$ cat config.mk
export PLATFORM = sky130hd
export DESIGN_NAME = oled_spi_sniffer
export DESIGN_NICKNAME = d
export VERILOG_FILES = /design/src/rtl/oled_spi_sniffer.sv
export SDC_FILE = /design/constraint.sdc
export NUM_CORES = 1
export LEC_CHECK = 0
export ABC_CLOCK_PERIOD_IN_PS = 2980
export BUFFER_PORTS_ARGS = -buffer_cell sky130_fd_sc_hd__buf_2
export CAP_MARGIN = 25
export CORE_UTILIZATION = 30
export DETAILED_ROUTE_END_ITERATION = 6
export PLACE_DENSITY = 0.52
export SKIP_LAST_GASP = 1
export SLEW_MARGIN = 0
export SYNTH_ARGS = -nofsm -noshare
export SYNTH_HDL_FRONTEND = slang
export SYNTH_SLANG_ARGS = --single-unit
$ cat constraint.sdc
create_clock -name clk -period 2.98 [get_ports clk]
set_input_delay 0.149 -clock clk [delete_from_list [all_inputs] [get_ports clk]]
set_output_delay 0.149 -clock clk [all_outputs]
set_load 0.01 [all_outputs]
$ cat src/rtl/oled_spi_sniffer.sv
// Passive SSD1331 4-wire SPI monitor: rebuilds bytes and, with OLED_SNIFF_PIXEL_EN
// defined, RGB565 pixels with a running pixel index and frame-done pulse.
module oled_spi_sniffer #(
   parameter int SYNC_STAGES = 2,
   parameter int OLED_W      = 96,
   parameter int OLED_H      = 64,
   parameter int ERR_W       = 8
) (
   input  logic             clk,
   input  logic             reset_n,
   input  logic             spi_cs,
   input  logic             spi_sclk,
   input  logic             spi_sdin,
   input  logic             spi_dc,
   output logic             byte_valid,
   output logic [7:0]       byte_data,
   output logic             byte_is_data,
   output logic             pixel_valid,
   output logic [15:0]      pixel_data,
   output logic [12:0]      pixel_index,
   output logic             frame_done,
   output logic [ERR_W-1:0] err_cnt,
   output logic             busy
);

   localparam logic [12:0] PIX_LAST = 13'(OLED_W * OLED_H - 1);

   typedef enum logic [1:0] {IDLE, SHIFT, EMIT} state_t;

   logic [SYNC_STAGES-1:0] cs_sync_q, sclk_sync_q, sdin_sync_q, dc_sync_q;
   logic                   sclk_prev_q;
   logic                   cs_s, sclk_s, sdin_s, dc_s, sclk_rise;

   state_t                 state_q;
   logic [7:0]             shift_q;
   logic [2:0]             bitcnt_q;
   logic                   dc_q;
   logic                   byte_valid_q, byte_is_data_q;
   logic [7:0]             byte_data_q;
   logic [ERR_W-1:0]       err_q;

   // cs synchroniser resets high so busy reads 0 while in reset
   always_ff @(posedge clk or negedge reset_n) begin
      if (!reset_n) begin
         cs_sync_q   <= '1;
         sclk_sync_q <= '0;
         sdin_sync_q <= '0;
         dc_sync_q   <= '0;
         sclk_prev_q <= 1'b0;
      end else begin
         cs_sync_q   <= {cs_sync_q[SYNC_STAGES-2:0], spi_cs};
         sclk_sync_q <= {sclk_sync_q[SYNC_STAGES-2:0], spi_sclk};
         sdin_sync_q <= {sdin_sync_q[SYNC_STAGES-2:0], spi_sdin};
         dc_sync_q   <= {dc_sync_q[SYNC_STAGES-2:0], spi_dc};
         sclk_prev_q <= sclk_s;
      end
   end

   assign cs_s      = cs_sync_q[SYNC_STAGES-1];
   assign sclk_s    = sclk_sync_q[SYNC_STAGES-1];
   assign sdin_s    = sdin_sync_q[SYNC_STAGES-1];
   assign dc_s      = dc_sync_q[SYNC_STAGES-1];
   assign sclk_rise = sclk_s & ~sclk_prev_q;

   always_ff @(posedge clk or negedge reset_n) begin
      if (!reset_n) begin
         state_q        <= IDLE;
         shift_q        <= '0;
         bitcnt_q       <= '0;
         dc_q           <= 1'b0;
         byte_valid_q   <= 1'b0;
         byte_data_q    <= '0;
         byte_is_data_q <= 1'b0;
         err_q          <= '0;
      end else begin
         byte_valid_q <= 1'b0;
         case (state_q)
            IDLE: begin
               bitcnt_q <= '0;
               if (!cs_s) state_q <= SHIFT;
            end
            SHIFT: begin
               if (cs_s) begin
                  // a partial byte at deselect counts as a framing error
                  if (bitcnt_q != 3'd0 && err_q != '1) err_q <= err_q + 1'b1;
                  bitcnt_q <= '0;
                  state_q  <= IDLE;
               end else if (sclk_rise) begin
                  shift_q  <= {shift_q[6:0], sdin_s};
                  bitcnt_q <= bitcnt_q + 3'd1;
                  if (bitcnt_q == 3'd7) begin
                     dc_q    <= dc_s;
                     state_q <= EMIT;
                  end
               end
            end
            EMIT: begin
               byte_valid_q   <= 1'b1;
               byte_data_q    <= shift_q;
               byte_is_data_q <= dc_q;
               state_q        <= cs_s ? IDLE : SHIFT;
            end
            default: state_q <= IDLE;
         endcase
      end
   end

   assign byte_valid   = byte_valid_q;
   assign byte_data    = byte_data_q;
   assign byte_is_data = byte_is_data_q;
   assign err_cnt      = err_q;
   assign busy         = ~cs_s;

`ifdef OLED_SNIFF_PIXEL_EN
   logic        phase_q, pixel_valid_q, frame_done_q;
   logic [7:0]  hi_q;
   logic [15:0] pixel_data_q;
   logic [12:0] pixel_index_q, idx_q;

   // EMIT is the cycle before byte_valid, so pixel pulses line up with it
   always_ff @(posedge clk or negedge reset_n) begin
      if (!reset_n) begin
         phase_q       <= 1'b0;
         hi_q          <= '0;
         pixel_valid_q <= 1'b0;
         pixel_data_q  <= '0;
         pixel_index_q <= '0;
         idx_q         <= '0;
         frame_done_q  <= 1'b0;
      end else begin
         pixel_valid_q <= 1'b0;
         frame_done_q  <= 1'b0;
         if (state_q == EMIT) begin
            if (dc_q) begin
               if (!phase_q) begin
                  hi_q    <= shift_q;
                  phase_q <= 1'b1;
               end else begin
                  phase_q       <= 1'b0;
                  pixel_valid_q <= 1'b1;
                  pixel_data_q  <= {hi_q, shift_q};
                  pixel_index_q <= idx_q;
                  frame_done_q  <= (idx_q == PIX_LAST);
                  idx_q         <= (idx_q == PIX_LAST) ? 13'd0 : idx_q + 13'd1;
               end
            end else begin
               phase_q <= 1'b0;
               if (shift_q == 8'h15 || shift_q == 8'h75) idx_q <= '0;
            end
         end
      end
   end

   assign pixel_valid = pixel_valid_q;
   assign pixel_data  = pixel_data_q;
   assign pixel_index = pixel_index_q;
   assign frame_done  = frame_done_q;
`else
   logic unused_cfg;
   assign unused_cfg  = ^PIX_LAST;
   assign pixel_valid = 1'b0;
   assign pixel_data  = '0;
   assign pixel_index = '0;
   assign frame_done  = 1'b0;
`endif

endmodule

## Word-level counts from Yosys, hierarchy flattened

Index checks and enable logic that the tools add are counted.

- Bits in registers: 41
- Bits of input ports: 6
- Output and inout port bits: 50
- Logic and storage cells: 44

- Add/subtract/negate cells: 2
- Eq/ne operators: 7
- Muxes and demuxes: 10
- Bitwise logic cells: 3
- Reductions and logical operators: 9

Operator list:

| kind | count |
|---|---|
| AND reduction 3 bit | 3 |
| adder 8 x 1 -> 8 bit (second input constant) | 1 |
| two-way mux 2 bit | 4 |
| inequality test 8 bit (second input constant) | 1 |
| two-way mux 3 bit | 2 |
| inequality test 3 bit (second input constant) | 2 |
| case mux 2 bit (3 select lines) | 1 |
| case mux 3 bit (2 select lines) | 1 |
| AND reduction 4 bit | 1 |
| adder 3 x 1 -> 3 bit (second input constant) | 1 |
| == test 3 bit (second input constant) | 1 |
| nonzero test 3 bit | 1 |
| == test 2 x 1 -> 1 bit (second input constant) | 1 |
| == test 2 bit (second input constant) | 1 |
| logical NOT 2 bit | 1 |
| two-way mux 1 bit | 2 |
| inequality test 2 bit (second input constant) | 1 |
| NOT 1 bit | 2 |
| AND reduction 2 bit | 1 |
| nonzero test 2 bit | 1 |
| bitwise AND 1 bit | 1 |
| logical AND 1 bit | 1 |

## Depth between registers and ports, before layout

- Depth in word-level cells: 5
- Gate-level depth with buffers: 6
- Mapped depth without buffers: 6

## Worst setup path before layout

OpenSTA, ideal clock, no wires.

- Kind: register to register
- From: register err_q[0] (netlist: err_cnt[0])
- To: register err_q[7] (netlist: err_cnt[7])
- Library setup time: 0.079 ns
- Arrival: 1.569 ns
- Data required time: 2.901 ns
- Path slack: 1.332 ns
- Stages on the path, launching flop included: 6
- Buffers on the path: 0
- Cells stage by stage: dfrtp_1 > ha_1 > and3_4 > a211o_4 > nor4_4 > xor2_1

- Word-level cells in the longest chain between the ends: 3
- Elaborated cells between the ends (all ways): 4
- Classes of those cells: 1 x add/sub; 1 x eq/ne; 2 x reduce/logical

Ends and longest elaborated chain:

| element | line | RTL |
|---|---|---|
| start: declaration | 40 | `logic [ERR_W-1:0] err_q;` |
| start signal: assignment | 85 | `if (bitcnt_q != 3'd0 && err_q != '1) err_q <= err_q + 1'b1;` |
| parallel branches: the longest is 3 deep, another holds adder 8 x 1 -> 8 bit | - |  |

Parallel ways; which one is timed is not known.
A chain may end at the register's enable or synchronous reset.

## Worst setup path after layout

- From: register sclk_prev_q
- To: register shift_q[3]

- Word-level cells in the longest chain between the ends: 3

Ends and longest elaborated chain:

| element | line | RTL |
|---|---|---|
| start: declaration | 31 | `logic sclk_prev_q;` |
| start signal: assignment | 55 | `sclk_prev_q <= sclk_s;` |
| NOT 1 bit | 63 | `assign sclk_rise = sclk_s & ~sclk_prev_q;` |
| bitwise AND 1 bit | 63 |  |
| AND reduction 3 bit (no line) | - |  |
| end signal: assignment | 89 | `shift_q <= {shift_q[6:0], sdin_s};` |
| end: declaration | 35 | `logic [7:0] shift_q;` |

No other way between the ends.

==> run summary <==
The run finished, with violations left. The checks that failed: negative hold slack. Via count of the first global-routing pass: 966. The final number of hold-violating endpoints was 39. The worst setup path is launched from a register.

The combined global-route utilization of all metal layers is 0.0908. The run gives 41 as the clock sink count. The root buffer cell chosen for the clock tree is clkbuf_8. The worst path needs 1.78 ns of the cycle, external delays included.

Data on the critical path arrives at its endpoint at 1.97 ns. The worst hold slack after final layout was -0.0255 ns; the share of the yosys chip area belonging to registers was 0.561. For the final max-slew violation count, the log shows 0. Setup total negative slack on the finished layout was measured at 0 ns.

Clock transition at the registers of the reported paths: 0.08 ns. The path type of the worst min-delay path is input port to asynchronous set/reset pin. From left edge to right edge, the die measures 80.1 µm. TritonCTS created 5 clock buffers.

The headroom to the max-slew limit is 0.410. The analysis attributes to cell leakage a power of 1.08 nW. The detailed placement HPWL is 1.78 mm, and the floorplan row count is 28. Walking the worst path, the cells encountered are nand2b_1 -> nor4b_2 -> buf_4 -> mux2_2. Averaged over all synthesized cells, the footprint is 13.1 µm². In this run the count of I/O pins placed on the die edge is 56. The share of synthesized registers carrying an async set or reset is 1.00, and the final worst slack is 1.20 ns. The run gives 6420 µm² as the floorplan die area. TritonCTS built the clock tree. The critical-path cell with the highest stage delay is nor4b_2. The number of DRC violations after detailed-routing iteration 0 is 35. The logs give 140 for the post-synthesis cell count and 0.309 for the starting density of the core.

The library cell used most frequently in the layout, excluding fill and tap cells, is dfrtp_1. The top cell types in the final layout, fill and taps aside, are dfrtp_1, conb_1, buf_2. Compared with the post-synthesis result, the final layout area differs by 12.0%. The run gives 0 as the final setup violation count. Counting the fill cells in the layout gives 612. The actual slew at the worst max-slew pin works out to 0.885 ns. Summing over every cut layer, the via total after detailed routing is 1,006. The count of warnings emitted by yosys was 0. The H-tree was split into 2 levels. The count of maximum capacitance violations was 0. The run gives 2.59 mm as the detailed-route wire length. On the final layout, the worst clock skew is 0.00429 ns. The portion of the clock cycle consumed by the worst path in the final layout works out to 0.597. The routed length per instance came out at 10.4 µm. The critical path is of the register to register type. The fraction of final layout cells with drive strength greater than 1 was 0.333. Buffers placed on the I/O ports in this run total 24. Iteration count of the initial detailed-routing pass: 2.

At the end of routability-driven placement, the weighted congestion stood at 0.724. For this run, design rule violations remaining after detail routing come to 0. Along the worst path, the maximum fanout reaches 7. The tools report the number of antenna violations at the first check in global routing as 0. Clock latency at the later pin of the worst-skew pair: 0.29 ns.

Setup repair after global routing left no endpoint under its margin. The worst path buffer plus inverter count was 1; the count of flip-flops with a built-in enable after synthesis was 0. For this design the ratio of total power to cell area is 593 nW/µm². The run gives 29 as the post-synthesis cell type count. The most used flip-flop cell after synthesis is dfrtp_1.

The global-route wire length before repair was 4.32 mm; the area of the core region was 5920 µm². Once detail routing completed, the nets flagged for antenna violations numbered 0. The worst endpoint required time was 3.17 ns. In this run the cell area of the synthesized design comes to 1830 µm². After synthesis the netlist holds a flip-flop and latch count of 41.

The endpoint kind of the worst setup timing path is a register. The total overflow left after global routing is 0. The multi-input combinational cells in the finished layout cover a total of 651 µm². VDD sags by at most 0.000244 V. The run gives 1.19 ns as the post-place setup slack. 0 antenna diodes ended up in the layout. At the end of the flow, the number of nets in the layout was 183. The number of vias per cell after detailed routing is 4.04. The die span in y works out to 80.1 µm. Entering global routing, the biggest net connects 42 pins. Timing would allow up to 562 MHz. The family with the most delay on the worst path was simple AND/OR/NAND/NOR gates.

Total power for the finished layout comes to 1.22 mW. The maximum buffer depth of the clock tree is 2. The run gives 1030 µm² as the sequential standard cell area. The delay of the slowest cell on the worst path came out at 0.55 ns.
[area by class of cell]
type,count,share of cell area
sequential,41,0.502
multi-input combinational,90,0.317
timing repair buffer,29,0.0818
tap,75,0.0458
clock buffer,6,0.0354
inverter,6,0.0110
clock inverter,2,0.00732
[registers in the layout (all words and copies together), names as in the netlist, 3 cells and up]
name	cells
bitcnt_q	3
shift_q	8
err_cnt	8
byte_data	8
[through the flow]
step | cell area, µm² | hold WS (ns) | util | cells
after floorplan | 1940 | -0.147 | - | 170
after global placement | 1920 | 0.259 | 0.325 | 237
after detailed placement | 1920 | 0.257 | 0.325 | 237
after CTS | 2050 | 0.0226 | 0.346 | 249
after global routing | 2050 | 0.0560 | 0.346 | 249
final | 2050 | -0.0255 | 0.346 | 249
[final timing paths]
| check | cells past startpoint | from | slack (ns) | to |
|---|---|---|---|---|
| max | 4 | sclk_prev_q | 1.20 | shift_q[3] |
| min | 1 | reset_n | -0.03 | err_cnt[7] |
| max reg2reg | 4 | sclk_prev_q | 1.20 | shift_q[3] |
| min in group clk | 0 | sclk_sync_q[0] | 0.35 | sclk_sync_q[1] |
| max in group asynchronous | 1 | reset_n | 2.45 | shift_q[0] |
| min reg2reg | 0 | sclk_sync_q[0] | 0.35 | sclk_sync_q[1] |
[power by group]
group	internal (mW)	switching, mW
clock	0.165	0.194
combinational	0.0843	0.0942
sequential	0.621	0.0562
total	0.870	0.345
[Yosys cell counts (2+ instances only)]
library cell | instances | share of area
nand2_1 | 3 | 0.0061
inv_1 | 6 | 0.012
ha_1 | 4 | 0.027
nor2_1 | 6 | 0.012
mux2_2 | 19 | 0.12
buf_2 | 2 | 0.0055
xnor2_1 | 3 | 0.014
nand2b_1 | 2 | 0.0068
dfrtp_1 | 39 | 0.53
dfstp_2 | 2 | 0.029
nand3_1 | 2 | 0.0055
a22o_1 | 2 | 0.0096
xor2_1 | 4 | 0.019
buf_4 | 31 | 0.13
[worst register-to-register path: stages (launching register included)]
cell and delay [ns]:
dfrtp_1 0.36, nand2b_1 0.17, nor4b_2 0.55, buf_4 0.26
mux2_2 0.33
[repair_timing]
item	4_1_cts	5_1_grt
endpoints found under the hold margin	4	0
setup buffers	0	0
gates resized for setup	0	0
hold buffers	4	0
[per-layer routing]
layer	track usage	vias up	routed length, µm
met1	0.105	505	1120
met2	0.144	33	1260
li1	-	464	-
met3	0.0455	4	175
met4	0.0321	0	34
met5	0	-	0
[logic make-up after synthesis]
group / synth area share
adder cells (fa/ha/maj): 0.0273
flip-flops: 0.561
AO/OA/AOI/OAI: 0.0307
other: 0.00205
buffers and inverters: 0.145
multiplexers: 0.117
AND/OR/NAND/NOR: 0.0833
XOR/XNOR: 0.0335
Power figures use the tool's default switching activity.
